===== src/rtl/pipe_pkg.sv =====
// -----------------------------------------------------------------------------
// pipe_pkg
// Definitions shared by the pipeline valid/enable sequencer and its counters.
//   STG_IF..STG_WB : bit positions of each stage in a stage_vec_t
//   stage_vec_t    : packed per-stage vector (kill requests, valid bits)
//   CNT_W_DEFAULT  : default performance-counter width
// -----------------------------------------------------------------------------
package pipe_pkg;

  localparam int STG_IF  = 0;
  localparam int STG_ID  = 1;
  localparam int STG_EX  = 2;
  localparam int STG_MEM = 3;
  localparam int STG_WB  = 4;

  localparam int NUM_STG = 5;

  typedef logic [NUM_STG-1:0] stage_vec_t;

  localparam int CNT_W_DEFAULT = 32;

  // True when any stage receives a kill request this cycle.
  function automatic logic any_kill(input stage_vec_t kill);
    return |kill;
  endfunction

endpackage


===== src/rtl/sat_counter.sv =====
// -----------------------------------------------------------------------------
// sat_counter
// Event counter that increments by one per cycle with `inc` high and sticks at
// its all-ones value instead of wrapping.
//   clk   : clock
//   clr_n : asynchronous active-low clear
//   inc   : count this cycle
//   count : current value, W bits
// -----------------------------------------------------------------------------
module sat_counter
  import pipe_pkg::*;
#(
  parameter int W = CNT_W_DEFAULT
) (
  input  logic         clk,
  input  logic         clr_n,
  input  logic         inc,
  output logic [W-1:0] count
);

  logic at_max;

  assign at_max = (count == {W{1'b1}});

  // NOTE: state registers use non-blocking assignments so every flop samples
  // the pre-edge value of every other flop, independent of block ordering.
  always_ff @(posedge clk or negedge clr_n) begin
    if (!clr_n) begin
      count <= '0;
    end else if (inc && !at_max) begin
      count <= count + W'(1);
    end
  end

endmodule


===== src/rtl/pipeline_valid_ctrl.sv =====
// -----------------------------------------------------------------------------
// pipeline_valid_ctrl
// Turns the hazard unit's stall and kill requests into pipeline register load
// enables and per-stage valid bits for a 5-stage IF/ID/EX/MEM/WB pipeline.
// A low mem_ready freezes every register; kills still land during a freeze.
//
// Ports
//   clk                         : clock
//   reset                       : asynchronous active-low reset
//   stop_IF, stop_ID            : hold IF / hold ID and bubble EX
//   set_invalid_IF..WB          : kill the instruction in that stage
//   mem_ready                   : 0 freezes the whole pipeline
//   pc_en, ID_en..WB_en         : register load enables (combinational)
//   ID_invalid..WB_invalid      : inverted stage valid bits
//   retire                      : valid instruction leaves WB this cycle
//   retire_cnt/stall_cnt/flush_cnt : saturating event counters
// -----------------------------------------------------------------------------
module pipeline_valid_ctrl
  import pipe_pkg::*;
#(
  parameter int CNT_W = CNT_W_DEFAULT
) (
  input  logic             clk,
  input  logic             reset,
  input  logic             stop_IF,
  input  logic             stop_ID,
  input  logic             set_invalid_IF,
  input  logic             set_invalid_ID,
  input  logic             set_invalid_EX,
  input  logic             set_invalid_MEM,
  input  logic             set_invalid_WB,
  input  logic             mem_ready,
  output logic             pc_en,
  output logic             ID_en,
  output logic             EX_en,
  output logic             MEM_en,
  output logic             WB_en,
  output logic             ID_invalid,
  output logic             EX_invalid,
  output logic             MEM_invalid,
  output logic             WB_invalid,
  output logic             retire,
  output logic [CNT_W-1:0] retire_cnt,
  output logic [CNT_W-1:0] stall_cnt,
  output logic [CNT_W-1:0] flush_cnt
);

  logic       adv;
  stage_vec_t kill;

  logic v_id,   v_ex,   v_mem,   v_wb;
  logic v_id_d, v_ex_d, v_mem_d, v_wb_d;

  logic stall_inc;
  logic flush_inc;

  assign adv = mem_ready;

  always_comb begin
    kill          = '0;
    kill[STG_IF]  = set_invalid_IF;
    kill[STG_ID]  = set_invalid_ID;
    kill[STG_EX]  = set_invalid_EX;
    kill[STG_MEM] = set_invalid_MEM;
    kill[STG_WB]  = set_invalid_WB;
  end

  // Enables are forced low while reset is held so no pipeline register loads
  // garbage during reset, even though the stage flops themselves are elsewhere.
  // NOTE: every output of a combinational block gets a default first so no
  // path through the block leaves it unassigned, which would infer a latch.
  always_comb begin
    pc_en  = 1'b0;
    ID_en  = 1'b0;
    EX_en  = 1'b0;
    MEM_en = 1'b0;
    WB_en  = 1'b0;
    if (reset && adv) begin
      pc_en  = ~stop_IF;
      ID_en  = ~stop_ID;
      EX_en  = 1'b1;
      MEM_en = 1'b1;
      WB_en  = 1'b1;
    end
  end

  // Default is the freeze behaviour: every stage keeps its instruction but a
  // kill request still clears its valid bit, so no kill is lost while stalled.
  always_comb begin
    v_id_d  = v_id  & ~kill[STG_ID];
    v_ex_d  = v_ex  & ~kill[STG_EX];
    v_mem_d = v_mem & ~kill[STG_MEM];
    v_wb_d  = v_wb  & ~kill[STG_WB];

    if (adv) begin
      v_wb_d  = v_mem & ~kill[STG_MEM];
      v_mem_d = v_ex  & ~kill[STG_EX];

      // A held ID stage sends a bubble into EX instead of its instruction.
      v_ex_d  = stop_ID ? 1'b0 : (v_id & ~kill[STG_ID]);

      if (stop_ID) begin
        v_id_d = v_id & ~kill[STG_ID];
      end else if (stop_IF) begin
        // ID advances but IF is held, so nothing new arrives behind it.
        v_id_d = 1'b0;
      end else begin
        // IF is always valid out of reset; only a kill stops it entering ID.
        v_id_d = ~kill[STG_IF];
      end
    end
  end

  always_ff @(posedge clk or negedge reset) begin
    if (!reset) begin
      v_id  <= 1'b0;
      v_ex  <= 1'b0;
      v_mem <= 1'b0;
      v_wb  <= 1'b0;
    end else begin
      v_id  <= v_id_d;
      v_ex  <= v_ex_d;
      v_mem <= v_mem_d;
      v_wb  <= v_wb_d;
    end
  end

  assign ID_invalid  = ~v_id;
  assign EX_invalid  = ~v_ex;
  assign MEM_invalid = ~v_mem;
  assign WB_invalid  = ~v_wb;

  // v_wb is already 0 during reset, so retire needs no separate reset gating.
  assign retire = adv & v_wb & ~kill[STG_WB];

  assign stall_inc = ~adv | stop_IF | stop_ID;
  assign flush_inc = any_kill(kill);

  sat_counter #(.W(CNT_W)) u_retire_cnt (
    .clk   (clk),
    .clr_n (reset),
    .inc   (retire),
    .count (retire_cnt)
  );

  sat_counter #(.W(CNT_W)) u_stall_cnt (
    .clk   (clk),
    .clr_n (reset),
    .inc   (stall_inc),
    .count (stall_cnt)
  );

  sat_counter #(.W(CNT_W)) u_flush_cnt (
    .clk   (clk),
    .clr_n (reset),
    .inc   (flush_inc),
    .count (flush_cnt)
  );

endmodule

===== config.mk =====
export PLATFORM = sky130hd
export DESIGN_NAME = pipeline_valid_ctrl
export DESIGN_NICKNAME = d
export VERILOG_FILES = /design/src/rtl/pipe_pkg.sv /design/src/rtl/sat_counter.sv /design/src/rtl/pipeline_valid_ctrl.sv
export SDC_FILE = /design/constraint.sdc
export NUM_CORES = 1
export LEC_CHECK = 0
export ABC_AREA = 1
export CORE_MARGIN = 2
export CORE_UTILIZATION = 45
export CTS_CLUSTER_SIZE = 16
export DETAILED_ROUTE_END_ITERATION = 8
export PLACE_DENSITY = 0.76
export SYNTH_ARGS = -nofsm -noshare
export SYNTH_HDL_FRONTEND = slang
export SYNTH_SLANG_ARGS = --single-unit

===== constraint.sdc =====
create_clock -name clk -period 2.9 [get_ports clk]
set_input_delay 0.58 -clock clk [delete_from_list [all_inputs] [get_ports clk]]
set_output_delay 0.58 -clock clk [all_outputs]
set_load 0.005 [all_outputs]

==> results.yml, run 1 <==
timing:
  setup_tns_ps: 0
  setup_viol: 0
  setup_ws_ps: 308
  hold_viol_final: 0
  fin_skew_ps: 10.7
  timing.hold.ws_ps: 301
  max_freq_mhz: 386
  finalMaxSlewViolations: 0
  tightest_slew_ps: 538
  rsz0062_at_grt: "false"
  slew_headroom_pct: 64.0
  period_share_pct: 89.4
  period_needed_ps: 2590
place:
  place_congestion: 0.942
  dp_hpwl_mm: 13.4
  dp_slack_ps: 321
  io_buffers: 115
worst_setup_path:
  path_class: "in2out"
  crit_top_cell: "clkdlybuf4s50_1"
  cpPeakStageDelay_ps: 590
  crit_chain: "clkdlybuf4s50_1 > nand2_1 > nor2_1 > clkdlybuf4s50_1"
  crit_slowest_cell: "clkdlybuf4s50_1"
  worstPathArrival_ps: 2010
  cp_max_fo: 6
  worstPathRequired_ps: 2320
  crit_path_end_kind: "output port"
  cp-start-kind: "input port"
logic_synthesis:
  synth_cell_types: 27
  synthArstFlopShare_pct: 100
  synth_flop_cell: "dfrtp_1"
  yosys-top-cells-count: "nand2_1 (531), nor2_1 (164), dfrtp_1 (100), inv_1 (82), nand3_1 (53)"
  syn_inst: 1052
  synth_area_leaders: "dfrtp_1 (38%), nand2_1 (30%), nor2_1 (9.3%)"
  seq_area_frac_synth_pct: 38.0
  synth_seq_cells: 100
  synth_nets: 1065
  synth-edff-count: 0
  yosysMostFrequentCell: "nand2_1"
  yosysTopAreaCell: "dfrtp_1"
  yosysTopAreaCellShare_pct: 38.0
  syn_area_per_cell_sq_um: 6.26
  synth_warnings: 0
  netlist_area_sq_um: 6590
power_and_ir_drop:
  swShare_pct: 27.6
  p_comb_share_pct: 16.3
  p_seq_share_pct: 45.0
  internal_power_mw: 2.63
  ir_worst_vdd_mv: 0.372
  powerDensity_nw_per_um2: 441
  p_clk_share_pct: 38.7
  power_switching_mw: 1.00
  p_leak_nw: 3.60
cts:
  cts_buffers: 9
  cts_tree: "yes"
  ctsResizeCount: 0
  cts_hold_buf: 0
  cts.htree.levels: 3
  cts_setup_buffers: 0
  cts_root_buffer: "clkbuf_16"
  clkLatencyLatePin_ps: 360
  clkTransAtPathRegs_ps: 70
  cts_buffer_depth: 2
  clkSinkCount: 100
drt:
  top_layer: "met4"
  drc: 0
  drt_iter0_drc: 492
  met1_length_mm: 8.33
  vias: 6635
  wl_per_cell_microns: 13.2
  wl_met3_mm: 1.01
  avgViaCountPerCell: 4.89
  ant_nets: 0
  met2RoutedLength_mm: 8.29
  drtPass1Iterations: 5
  detail_route.wirelength_mm: 18.0
die:
  die_y_microns: 125
  num_rows: 44
  start_util_pct: 45.7
  fp.dieArea_sq_um: 15600
  io_pins: 116
  core-area_sq_um: 14400
  die_w_microns: 125
grt:
  globalRouteOverflowTotal: 0
  grt_max_degree: 101
  grt_pass1_vias: 6134
  antenna_found_initial: 1
  grt_pass1_wl_mm: 30.3
  grt_use_total_pct: 23.6
layout:
  final_layout_size_suffix_gt1_share_pct: 3.58
  antenna_cells: 0
  fillCellCount: 1446
  layout.nets: 1180
  multiInputGateArea_sq_um: 3640
  syn_to_final_growth_pct: 25.0
  regArea_sq_um: 2500
  final_util_pct: 57.1
min_path:
  hold_class: "in2async"
run_status:
  status: "finished, final reports clean"
run:
  cap_violations: 0
## metal layers
metal	global-route usage, %	vias to the layer above
li1	-	3441
met1	32.3	3018
met2	38.3	150
met3	4.36	26
met4	7.25	0
met5	0	-
## worst paths after layout
path                                                         from                                 end  slack [ps]  depth (start not counted)
worst max-delay path                                    mem_ready                              retire         310                          4
worst min-delay path                                        reset   u_retire_cnt.count[2]$_DFFE_PN0P_         300                          2
worst max register to register  u_retire_cnt.count[0]$_DFFE_PN0P_  u_retire_cnt.count[13]$_DFFE_PN0P_         730                         10
worst min register to register                     v_ex$_DFF_PN0_                     v_mem$_DFF_PN0_         510                          2
max in group asynchronous                                   reset   u_stall_cnt.count[24]$_DFFE_PN0P_        2190                          2
min in group clk                                   v_ex$_DFF_PN0_                     v_mem$_DFF_PN0_         510                          2
## worst max-delay path: cells and delay by family
family        cells  cell delay (ps)
buf+inv           2             1130
simple gates      2              300
## final cells by class
cell class,instances,share of cell area [%]
clock buffer,10,2.78
clock inverter,6,1.37
inverter,87,3.96
multi-input combinational,849,44.2
sequential,100,30.4
tap,184,2.79
timing repair buffer,120,14.5
## cell usage in the layout, fill, tap and decap left out
cell               n
nand2_1          531
nor2_1           164
clkdlybuf4s50_1  114
dfrtp_1          100
inv_1             82
nand3_1           53
xnor2_1           20
xor2_1            15
nand4_1           14
nand3b_1          14
o21ai_0           13
clkbuf_16          9
inv_2              5
buf_4              5
nor2_2             4
nand2_2            4
nor2_4             3
ha_1               3
bufinv_16          3
clkinvlp_4         3
or2_2              2
nand2_4            2
nor3_1             2
o32ai_1            1
o22ai_1            1
a21oi_2            1
and2_1             1
a21oi_1            1
clkbuf_1           1
buf_12             1
## metrics by stage
step                power [mW]  instances  area [sq um]
floorplan                 1.92       1052          6590
global placement          2.24       1340          7900
detailed placement        2.25       1340          7900
CTS                       3.65       1356          8240
global route              3.81       1356          8240
finish                    3.63       1356          8240
## flip-flops by register name, summed over array words and instances, names as in the netlist
name                flops
v_wb                    1
u_stall_cnt.count      32
v_ex                    1
v_id                    1
u_flush_cnt.count      32
u_retire_cnt.count     32
v_mem                   1
## power by group through the flow
| stage | Combinational, mW | Clock, mW | Sequential [mW] |
|---|---|---|---|
| after detailed placement | 0.596 | 0 | 1.65 |
| final | 0.592 | 1.40 | 1.64 |
| after global routing | 0.672 | 1.48 | 1.65 |
| after floorplan | 0.294 | 0 | 1.63 |
| after CTS | 0.598 | 1.42 | 1.63 |
| after global placement | 0.584 | 0 | 1.66 |
## cells by family (layout without fill, tap and decap cells)
logic type	after synthesis	after routing	synth area share [%]
compound gates	17	17	1.42
xor+xnor	35	35	4.65
fa+ha+maj	3	3	0.570
buf+inv	103	223	6.78
flops	100	100	38.0
simple gates	794	794	48.6
No activity file was read; power rests on OpenSTA's default activity.
==> run 2: changes to the inputs <==
--- a/config.mk
+++ b/config.mk
@@ -10,6 +10,7 @@
 export CORE_UTILIZATION = 45
 export CTS_CLUSTER_SIZE = 16
 export DETAILED_ROUTE_END_ITERATION = 8
+export GPL_TIMING_DRIVEN = 0
 export PLACE_DENSITY = 0.76
 export SYNTH_ARGS = -nofsm -noshare
 export SYNTH_HDL_FRONTEND = slang
==> results.yml, run 2 (synthesis gave the netlist of run 1 again) <==
layout:
  layout.nets: 1192
  layout_commonest_cell: "nand2_1"
  syn_to_final_growth_pct: 25.9
  top_regs: "u_flush_cnt.count: 32 flops, u_retire_cnt.count: 32 flops, u_stall_cnt.count: 32 flops"
  regArea_sq_um: 2500
  multiInputGateArea_sq_um: 3640
  fillCellCount: 1415
  final_cell_area_sq_um: 8290
  layout_common_cells: "nand2_1 (531), nor2_1 (163), clkdlybuf4s50_1 (114)"
  antenna_cells: 0
  final_layout_size_suffix_gt1_share_pct: 4.48
die:
  fp.dieArea_sq_um: 15600
  die_y_microns: 125
  core-area_sq_um: 14400
  io_pins: 116
  start_util_pct: 45.7
  die_w_microns: 125
  num_rows: 44
cts:
  cts_buffer_depth: 2
  clkLatencyLatePin_ps: 360
  cts_root_buffer: "clkbuf_16"
  cts_tree: "yes"
  cts_setup_buffers: 0
  clkTransAtPathRegs_ps: 70
  cts_buffers: 9
  cts.htree.levels: 3
  clkSinkCount: 100
  cts_hold_buf: 0
place:
  io_buffers: 115
  dp_hpwl_mm: 13.9
  place_congestion: 0.939
  place_area_sq_um: 8000
worst_setup_path:
  path_class: "in2out"
  r2r_end: "u_flush_cnt.count[30]$_DFFE_PN0P_"
  worstPathArrival_ps: 2240
  cp_max_fo: 6
  rrSetupSlack_ps: 800
  crit_path_end_kind: "output port"
  rr_startpoint: "u_flush_cnt.count[0]$_DFFE_PN0P_"
  crit_top_cell: "clkdlybuf4s50_1"
  crit_chain: "clkdlybuf4s50_1 > nand2_1 > nor2_2 > clkdlybuf4s50_1"
  r2r_cells: 9
  crit_slowest_cell: "clkdlybuf4s50_1"
  cpPeakStageDelay_ps: 620
  worstPathRequired_ps: 2320
  cp-start-kind: "input port"
timing:
  hold_viol_final: 0
  period_share_pct: 97.2
  slew_headroom_pct: 64.3
  fin_skew_ps: 7.50
  finalMaxSlewViolations: 0
  max_freq_mhz: 355
  rsz0062_at_grt: "false"
  tightest_slew_ps: 536
  timing.hold.ws_ps: 108
  period_needed_ps: 2820
  setup_viol: 0
power_and_ir_drop:
  p_leak_nw: 3.65
  report.power.total_mw: 3.48
  powerDensity_nw_per_um2: 420
  ir_worst_vdd_mv: 0.417
min_path:
  hold_class: "in2async"
grt:
  grt_pass1_wl_mm: 30.5
  grt_use_total_pct: 23.9
  globalRouteOverflowTotal: 0
  grt_pass1_vias: 6140
  antenna_found_initial: 1
  grt_max_degree: 67
drt:
  vias: 6799
  drc: 0
  ant_nets: 0
  drt_iter0_drc: 460
  avgViaCountPerCell: 4.97
  wl_per_cell_microns: 13.4
  detail_route.wirelength_mm: 18.4
  drtPass1Iterations: 5
run_status:
  status: "finished, final reports clean"
run:
  cap_violations: 0
-- run 2: changes by cell type in the layout (fill, tap and decap cells not counted), sizes merged --
cell,before,now
buf,6,17
clkinvlp,3,0
bufinv,3,1
clkbuf,10,12
clkinv,0,2
inv,87,88
-- run 2: worst max-delay path, delay by kind of cell --
kind                   cells  cell delay (ps)
buffers and inverters      2             1210
and+or+nand+nor            2              450
-- run 2: report_power, final --
group	switching, mW	internal [mW]	total (mW)
Combinational	0.301	0.302	0.603
Clock	0.552	0.690	1.24
Sequential	0.149	1.49	1.64
-- run 2: worst max path at each step --
| stage | from | to | slack [ps] |
|---|---|---|---|
| final | mem_ready | retire | 80 |
| after global routing | mem_ready | retire | 20 |
| after CTS | reset | MEM_en | 20 |
| after detailed placement | mem_ready | retire | -130 |
| after global placement | reset | MEM_en | -3510 |
| after floorplan | u_stall_cnt.count[0]$_DFFE_PN0P_ | u_stall_cnt.count[23]$_DFFE_PN0P_ | 1240 |
-- run 2: per-layer routing --
metal	routed length (microns)	up-vias	share of wire [%]	track usage, %
li1	-	3471	-	-
met1	8260	3085	45	32.5
met2	8460	211	46	38.6
met3	1260	32	6.8	4.62
met4	393	0	2.1	7.97
met5	0	-	0	0
-- run 2: area by class of cell --
type / instances / share of cell area (%)
tap: 184 / 2.78
buffer: 16 / 1.45
clock inverter: 4 / 0.588
sequential: 100 / 30.2
timing repair buffer: 116 / 14.2
inverter: 87 / 3.94
clock buffer: 11 / 2.93
multi-input combinational: 849 / 43.9
-- run 2: stage by stage --
stage	setup WS, ps	utilization, %	cells	TNS, ps
2_1_floorplan	1240	-	1052	0
3_3_place_gp	-3510	55.3	1351	-291190
3_5_place_dp	-131	55.4	1352	-131
4_1_cts	19.2	57.5	1367	0
5_1_grt	18.9	57.5	1367	0
6_report	80.8	57.5	1367	0
-- run 2: timing repair --
item | 4_1_cts | 5_1_grt
gates cloned | 0 | 0
setup endpoints to repair | 1 | 4
gates resized for setup | 1 | 1
==> run 3: changes to the inputs <==
--- a/config.mk
+++ b/config.mk
@@ -11,7 +11,7 @@
 export CTS_CLUSTER_SIZE = 16
 export DETAILED_ROUTE_END_ITERATION = 8
 export GPL_TIMING_DRIVEN = 0
-export PLACE_DENSITY = 0.76
+export PLACE_DENSITY = 0.72
 export SYNTH_ARGS = -nofsm -noshare
 export SYNTH_HDL_FRONTEND = slang
 export SYNTH_SLANG_ARGS = --single-unit
==> results.yml, run 3 (synthesis gave the netlist of run 1 again) <==
worst_setup_path:
  r2r_cells: 9
  cp-start-kind: "input port"
  r2r_end: "u_flush_cnt.count[3]$_DFFE_PN0P_"
  worstPathArrival_ps: 2160
  rrSetupSlack_ps: 810
  worstPathRequired_ps: 2320
  rr_startpoint: "u_flush_cnt.count[0]$_DFFE_PN0P_"
  path_class: "in2out"
  cp_max_fo: 6
  crit_path_end_kind: "output port"
grt:
  grt_max_degree: 69
  grt_pass1_vias: 6138
  grt_use_total_pct: 24.4
  globalRouteOverflowTotal: 0
  antenna_found_initial: 0
  grt_pass1_wl_mm: 31.0
timing:
  fin_skew_ps: 9.15
  hold_viol_final: 0
  setup_ws_ps: 163
  rsz0062_at_grt: "false"
  setup_tns_ps: 0
  timing.hold.ws_ps: 123
  max_freq_mhz: 365
  tightest_slew_ps: 443
  period_share_pct: 94.4
  setup_viol: 0
  finalMaxSlewViolations: 0
  slew_headroom_pct: 70.3
  period_needed_ps: 2740
layout:
  layout.nets: 1193
  top_regs: "u_flush_cnt.count: 32 flops, u_retire_cnt.count: 32 flops, u_stall_cnt.count: 32 flops"
  layout_commonest_cell: "nand2_1"
  final_cell_area_sq_um: 8330
  final_util_pct: 57.7
  finalNonFillerCells: 1369
  layout_common_cells: "nand2_1 (531), nor2_1 (163), clkdlybuf4s50_1 (114)"
  syn_to_final_growth_pct: 26.4
  antenna_cells: 0
  final_layout_size_suffix_gt1_share_pct: 4.73
power_and_ir_drop:
  p_seq_share_pct: 47.1
  power_switching_mw: 1.03
  report.power.total_mw: 3.48
  p_comb_share_pct: 17.6
  internal_power_mw: 2.45
  p_leak_nw: 3.65
  swShare_pct: 29.7
  p_clk_share_pct: 35.2
  ir_worst_vdd_mv: 0.377
  powerDensity_nw_per_um2: 418
drt:
  drt_iter0_drc: 604
  avgViaCountPerCell: 4.98
  drc: 0
  drtPass1Iterations: 5
  vias: 6818
  detail_route.wirelength_mm: 18.7
  ant_nets: 0
  wl_per_cell_microns: 13.7
die:
  start_util_pct: 45.7
  num_rows: 44
  die_y_microns: 125
  core-area_sq_um: 14400
  die_w_microns: 125
  io_pins: 116
  fp.dieArea_sq_um: 15600
run_status:
  status: "finished, final reports clean"
cts:
  clkLatencyLatePin_ps: 360
  cts_hold_buf: 0
  cts_tree: "yes"
  clkSinkCount: 100
  cts_buffers: 9
  cts_root_buffer: "clkbuf_16"
  cts_setup_buffers: 0
  cts.htree.levels: 3
  clkTransAtPathRegs_ps: 70
  cts_buffer_depth: 2
place:
  io_buffers: 115
  dp_cells: 1352
  dp_slack_ps: -156
  dp_hpwl_mm: 14.2
  place_congestion: 0.962
  place_area_sq_um: 8000
min_path:
  hold_class: "in2async"
run:
  cap_violations: 0
run 3: area by class of cell:
cell class | instances | area, sq um
Clock buffer | 12 | 267
Buffer | 16 | 120
Multi-Input combinational cell | 849 | 3650
Fill cell | 1454 | 6090
Sequential cell | 100 | 2500
Timing Repair Buffer | 117 | 1200
Clock inverter | 4 | 31.3
Inverter | 87 | 327
Tap cell | 184 | 230
run 3: worst max-delay path by stage:
stage | depth (start not counted) | slack (ps) | start | end
after floorplan | 11 | 1240 | u_stall_cnt.count[0]$_DFFE_PN0P_ | u_stall_cnt.count[23]$_DFFE_PN0P_
after detailed placement | 4 | -160 | mem_ready | retire
after global placement | 5 | -3580 | reset | WB_en
after global routing | 4 | 80 | mem_ready | retire
after CTS | 4 | 40 | mem_ready | retire
final | 4 | 160 | mem_ready | retire
run 3: per-layer routing:
layer / routed length, microns / global-route usage (%) / vias to the layer above
met3: 1090 / 3.72 / 25
met1: 9000 / 35.7 / 3087
met5: 0 / 0 / -
met2: 8310 / 37.3 / 226
li1: - / - / 3480
met4: 321 / 7.71 / 0
run 3: power groups by stage:
stage               Combinational (mW)  Sequential (mW)  Clock, mW
floorplan                        0.294             1.63          0
global placement                 0.588             1.66          0
detailed placement               0.602             1.66          0
CTS                              0.605             1.64       1.24
global route                     0.686             1.65       1.30
finish                           0.613             1.64       1.23
run 3: repair_timing:
action	CTS	global route
gates resized for setup	1	2
cloned	0	1
endpoints found under the setup margin	1	6
run 3: critical path, stage by stage:
cell and delay (ps):
clkdlybuf4s50_1 630, nand2_1 140, nor2_4 250, clkdlybuf4s50_1 550
